## src/rtl/seq_normalizer.sv

```systemverilog
// seq_normalizer: multi-cycle normalizer that undoes a barrel shift.
// It moves the leading one (dir=0, toward bit 31) or the trailing one
// (dir=1, toward bit 0) to the word edge. It reports the normalized word,
// the number of positions removed, and a zero flag.
// Optional feature: define NORM_NIBBLE_EN to allow 4-bit steps whenever the
// nibble nearest the target edge is all zero. The results are unchanged and
// the latency is shorter.
module seq_normalizer (
  input  logic        clk,
  input  logic        rst,
  input  logic        in_valid,
  output logic        in_ready,
  input  logic [31:0] data,
  input  logic        dir,
  output logic        out_valid,
  input  logic        out_ready,
  output logic [31:0] norm,
  output logic [4:0]  shamt,
  output logic        zero
);

  typedef enum logic [1:0] {IDLE, SHIFT, DONE} state_t;

  state_t      state, state_n;
  logic [31:0] work;
  logic        dir_r;
  logic [4:0]  cnt;
  logic        accept;
  logic        tgt_set;
  logic        fin;
  logic [2:0]  amt;

  assign in_ready  = (state == IDLE) && !rst;
  assign out_valid = (state == DONE);
  assign accept    = in_valid & in_ready;
  assign tgt_set   = dir_r ? work[0] : work[31];

`ifdef NORM_NIBBLE_EN
  logic nib_clr;
  assign nib_clr = dir_r ? (work[3:0] == 4'd0) : (work[31:28] == 4'd0);
`endif

  // Move one bit (or one nibble) toward the target edge, filling with zeros.
  function automatic logic [31:0] step_toward(input logic [31:0] w,
                                              input logic        d,
                                              input logic [2:0]  n);
    step_toward = d ? (w >> n) : (w << n);
  endfunction

  // State register: only control state is reset.
  always_ff @(posedge clk) begin
    if (rst) state <= IDLE;
    else     state <= state_n;
  end

  // Next-state logic and the per-cycle step decision made in SHIFT.
  always_comb begin
    state_n = state;
    fin     = 1'b0;
    amt     = 3'd0;
    case (state)
      IDLE: begin
        if (accept) state_n = (data == 32'd0) ? DONE : SHIFT;
      end
      SHIFT: begin
        if (tgt_set) begin
          fin     = 1'b1;
          state_n = DONE;
        end else begin
`ifdef NORM_NIBBLE_EN
          if (nib_clr) amt = 3'd4;
          else         amt = 3'd1;
`else
          amt = 3'd1;
`endif
        end
      end
      DONE: begin
        if (out_ready) state_n = IDLE;
      end
      default: state_n = IDLE;
    endcase
  end

  // Working word and counter. They are not reset because accept reloads them.
  always_ff @(posedge clk) begin
    if (accept) begin
      work  <= data;
      dir_r <= dir;
      cnt   <= 5'd0;
    end else if (amt != 3'd0) begin
      work <= step_toward(work, dir_r, amt);
      cnt  <= cnt + {2'b00, amt};
    end
  end

  // Result registers. They change only on entering DONE or on reset.
  always_ff @(posedge clk) begin
    if (rst) begin
      norm  <= 32'd0;
      shamt <= 5'd0;
      zero  <= 1'b0;
    end else if (accept && (data == 32'd0)) begin
      norm  <= 32'd0;
      shamt <= 5'd0;
      zero  <= 1'b1;
    end else if (fin) begin
      norm  <= work;
      shamt <= cnt;
      zero  <= 1'b0;
    end
  end

endmodule

```

## config.mk

```make
export PLATFORM = sky130hd
export DESIGN_NAME = seq_normalizer
export DESIGN_NICKNAME = d
export VERILOG_FILES = /design/src/rtl/seq_normalizer.sv
export SDC_FILE = /design/constraint.sdc
export NUM_CORES = 1
export LEC_CHECK = 0
export ABC_AREA = 1
export CAP_MARGIN = 20
export CELL_PAD_IN_SITES_DETAIL_PLACEMENT = 0
export CELL_PAD_IN_SITES_GLOBAL_PLACEMENT = 1
export CORE_ASPECT_RATIO = 0.9
export CORE_MARGIN = 2
export CORE_UTILIZATION = 37
export CTS_CLUSTER_SIZE = 12
export DETAILED_ROUTE_END_ITERATION = 8
export PLACE_DENSITY_LB_ADDON = 0.2
export SETUP_SLACK_MARGIN = 0.15
export SYNTH_ARGS = -nofsm -noshare
export SYNTH_HDL_FRONTEND = slang
export SYNTH_SLANG_ARGS = --single-unit
```

## constraint.sdc

```tcl
create_clock -name clk -period 2.3 [get_ports clk]
set_clock_uncertainty 0.05 [all_clocks]
set_input_delay 0.345 -clock clk [delete_from_list [all_inputs] [get_ports clk]]
set_output_delay 0.345 -clock clk [all_outputs]
set_load 0.01 [all_outputs]
```

# Yosys cells after proc, flatten, opt, wreduce, memory -nomap -nowiden
# Cells that the tools add are included.
[totals]
reg_bits = 78
inputBits = 37
out_inout_bits = 40
[op_classes]
add_sub_neg = 1
n_eq_ne = 5
n_shift = 2
n_mux = 15
bitwise = 1
n_reduce_logical = 10
[op_table]
columns = ["operator", "count"]
rows = [
  ["2-to-1 mux 32 bit", 3],
  ["logical NOT 32 bit", 1],
  ["left shift 32 x 3 -> 32 bit", 1],
  [">> shifter 32 x 3 -> 32 bit", 1],
  ["2-to-1 mux 2 bit", 4],
  ["2-to-1 mux 1 bit", 7],
  ["case mux 2 bit (3 select lines)", 1],
  ["adder 5 x 3 -> 5 bit", 1],
  ["!= test 2 bit, second input constant", 2],
  ["nonzero test 2 bit", 2],
  ["AND reduction 3 bit", 1],
  ["nonzero test 3 bit", 1],
  ["== test 2 x 1 -> 1 bit, second input constant", 1],
  ["== test 2 bit, second input constant", 1],
  ["logical AND 1 bit", 2],
  ["logical NOT 2 bit", 1],
  ["!= test 2 x 1 -> 1 bit, second input constant", 1],
  ["OR reduction 2 bit", 1],
  ["AND 1 bit", 1],
  ["logical NOT 1 bit", 1],
]

# Logic depth before layout (Yosys ltp)
[depth]
word_depth = 7
mapped_depth = 12
depth_no_buf = 11

# Worst setup path after synthesis
# No wires, ideal clock.
[synth_timing]
path_type = "flip-flop to flip-flop"
startpoint = "register dir_r"
endpoint = "register work[0], enable pin"
setup_time_ns = 0.389
t_arrival_ns = 1.658
required_ns = 1.861
setup_slack_ns = 0.203
stages_incl_launch_ff = 6
path_cell_list = "edfxtp_1 > nand2_1 > nand3_2 > buf_2 > buf_6 > nand2_1"
[synth_via]
elab_chain_cells = 5
[synth_rtl]
columns = ["element", "line", "text"]
rows = [
  ["from (decl)", "26", "logic dir_r;"],
  ["from (signal assigned)", "89", "dir_r <= dir;"],
  ["2-to-1 mux 1 bit", "36", "assign tgt_set = dir_r ? work[0] : work[31];"],
  ["2-to-1 mux 1 bit", "66", "if (tgt_set) begin"],
  ["2-to-1 mux 1 bit", "61", "case (state)"],
  ["nonzero test 3 bit", "91", "end else if (amt != 3'd0) begin"],
  ["nonzero test 2 bit (no source line)", "n/a", ""],
  ["to (signal assigned)", "88", "work <= data;"],
  ["to (signal assigned)", "92", "work <= step_toward(work, dir_r, amt);"],
  ["to (decl)", "25", "logic [31:0] work;"],
]
# No other way between the ends.
# A chain may end at the register's enable or synchronous reset.

# Final worst setup path
[layout_timing]
startpoint = "input rst"
endpoint = "output in_ready"
[layout_via]
elab_chain_cells = 2
[layout_rtl]
columns = ["element", "line", "text"]
rows = [
  ["from (decl)", "10", "input logic rst,"],
  ["logical NOT 1 bit", "33", "assign in_ready = (state == IDLE) && !rst;"],
  ["logical AND 1 bit", "33", ""],
  ["to (decl)", "12", "output logic in_ready,"],
]
# No other way between the ends.

==> summary.txt <==
Power
  – Pwr/cell area: 937 nW/um2
  – Max VDD drop: about 380 uV
  – Leak Pwr: between 1.5 and 2 nW

Worst setup path
  – R2R depth: 10
  – Setup CP Type: input port to output port
  – CP max FO: 4
  – Crit path launch: rst
  – Worst EP required: around 1.9 ns
  – Data arrival time of the critical path: 1.62 ns
  – CP endpoint kind: output port
  – RR Startpoint: work[0]
  – End of the critical path: in_ready
  – Setup slack, reg-to-reg: 0.57 ns
  – Worst R2R End: cnt[4]
  – Worst setup SP type: input port

Clock network
  – CTS tree: yes
  – Htree depth: 3
  – CTS sink count: 78
  – Worst-path clk slew: around 0.08 ns
  – Worst skew pair latency: 0.35 ns
  – Num CTS Buffers: 9
  – CTS max path bufs: 2
  – Root Driver: clkbuf_8

Floorplanning
  – Die height: 98.7 um
  – Initial Util: a little under two fifths
  – Rows: 34
  – Core area: 9660 um2
  – IO Count: 77
  – Die area: ~11000 um2
  – Chip width: 109 um

Routing
  – Vias per inst: ~5
  – Initial DRC Count: ~170
  – Final wirelength: 9.67 mm
  – DRC: 0
  – Vias: about 3300
  – DR WL/cell: roughly 14 um
  – DRT Pass-1 Iters: 4
  – DRT antenna net count: 0

Global routing
  – Initial antenna violation count: 0
  – First-pass GRT wire length: between 15 and 20 mm
  – Vias in the first global route: between 3000 and 4000
  – Total gr overflow: 0
  – Pin count of the biggest net entering global routing: 39
  – GRT Total Usage: a little under a fifth

Synth
  – Share of the synthesized area in the top cell type: between 20% and 30%
  – Ranking of synthesized cells by area: edfxtp_1 (27%), dfxtp_1 (24%), nand2_1 (13%)
  – Mean Syn Cell Area: 7.96 um2
  – Post-synthesis instance total: ~460
  – Net Count, Synth: 502
  – Flops & latches, synth: 78
  – Synthesis warning total: 0
  – Synth unique cells: 28
  – Seq/Total Area, Yosys: 51.4%
  – Mapped Area: between 3000 and 4000 um2
  – Area leader, netlist: edfxtp_1

Timing
  – Setup TNS: 0 ns
  – Final setup fails: 0
  – Part of the cycle the worst path needs: roughly 90%
  – Max Slew Vio Count: 0
  – RSZ-0062 raised after global routing: false
  – Final worst setup slack: 0.282 ns
  – F_max: 0.496 GHz
  – Pin slew with the least headroom to its limit: slightly below 0.5 ns
  – Tmin final: ~2.0 ns
  – Hold Fails Final Rpt: 0
  – Slew headroom: 67.0%

Outcome
  – Outcome: completed

Finish
  – Most common cell after layout, fill and taps aside: nand2_1
  – Area delta synth->final: 29.6%
  – Layout cell share with drive strength beyond 1: between 8 and 9%
  – Fill cell count: roughly 950
  – # nets final: ~580
  – Most frequent cells in the layout: nand2_1 (126), clkdlybuf4s50_1 (76), nand3_1 (60)
  – ANT cells: 0

Placement
  – Buffers on Ports: between 70 and 80
  – DP HPWL: ~6.7 mm
  – Final Wtd Congestion: 0.779
  – Placement Setup Slack: approximately 0.13 ns

Job
  – Max_cap viols: 0

Hold path
  – Min-Delay Path Class: register to register
-- sequential cells by signal, summed over array words and instances, names as in the netlist --
name / cells
norm: 32
work: 32
cnt: 5
shamt: 5
state: 2
dir_r: 1
zero: 1
-- critical path, stage by stage --
cell and delay [ns]:
clkdlybuf4s50_1 0.49, nor3_2 0.21, clkdlybuf4s50_1 0.58
-- routing by layer --
layer | track usage [%] | part of all wire (%) | up-vias
met5 | 0 | 0 | -
met4 | 4.38 | 1.1 | 0
met1 | 26.4 | 49 | 1548
met2 | 28.6 | 44 | 104
li1 | - | - | 1669
met3 | 5.03 | 5.5 | 9
-- Yosys cell counts, drive strengths merged --
cell type and count:
ha 2, nor2 45, nand4 1, buf 18, clkbuf 10, dfxtp 45
a32o 1, inv 49, o211ai 11, edfxtp 33, o221ai 7, nand2 127
nand3 63, nor3 3, and2 2, o21ai 6, a21oi 40
-- layout make-up --
class	count	area (um2)	share of cell area, %
clock inverters	3	13.8	0.288
clock buffers	12	188	3.93
multi-input cells	308	1470	30.7
flip-flops and latches	78	1890	39.6
well taps	126	158	3.30
inverters	49	184	3.85
repair buffers	91	873	18.3
-- worst min path at each step --
stage,start,to,slack [ns],depth (start not counted)
floorplan,rst,state[0],0.36,1
global placement,norm[25],norm[25],0.40,2
detailed placement,shamt[3],shamt[3],0.40,2
CTS,shamt[3],shamt[3],0.41,2
global route,norm[9],norm[9],0.43,2
finish,norm[15],norm[15],0.41,2
-- logic make-up (layout without fill, tap and decap cells) --
family,Yosys count,count (layout),synth area share (%)
and+or+nand+nor,241,241,28.6
DFF,78,78,51.4
buffers and inverters,77,155,8.97
AOI/OAI and AO/OA,65,65,10.4
adders and majority gates,2,2,0.679
-- where the power goes --
part / internal [mW] / switching, mW
sequential: 1.84 / 0.189
combinational: 0.522 / 0.886
clock: 0.541 / 0.497
-- metrics by stage --
step	power (mW)	hold WS [ns]	std cells	cell area, um2	util, %
floorplan	2.91	0.364	463	3680	-
global route	4.75	0.430	667	4770	49.4
finish	4.47	0.412	667	4770	49.4
global placement	3.44	0.399	652	4570	47.3
detailed placement	3.46	0.402	652	4570	47.3
CTS	4.51	0.414	667	4770	49.4
-- timing repair --
action,in CTS,in global routing
buffers inserted,0,0
resized for setup,0,1
endpoints found under the setup margin,0,1
hold buffers,0,0
Power figures use the tool's default switching activity.
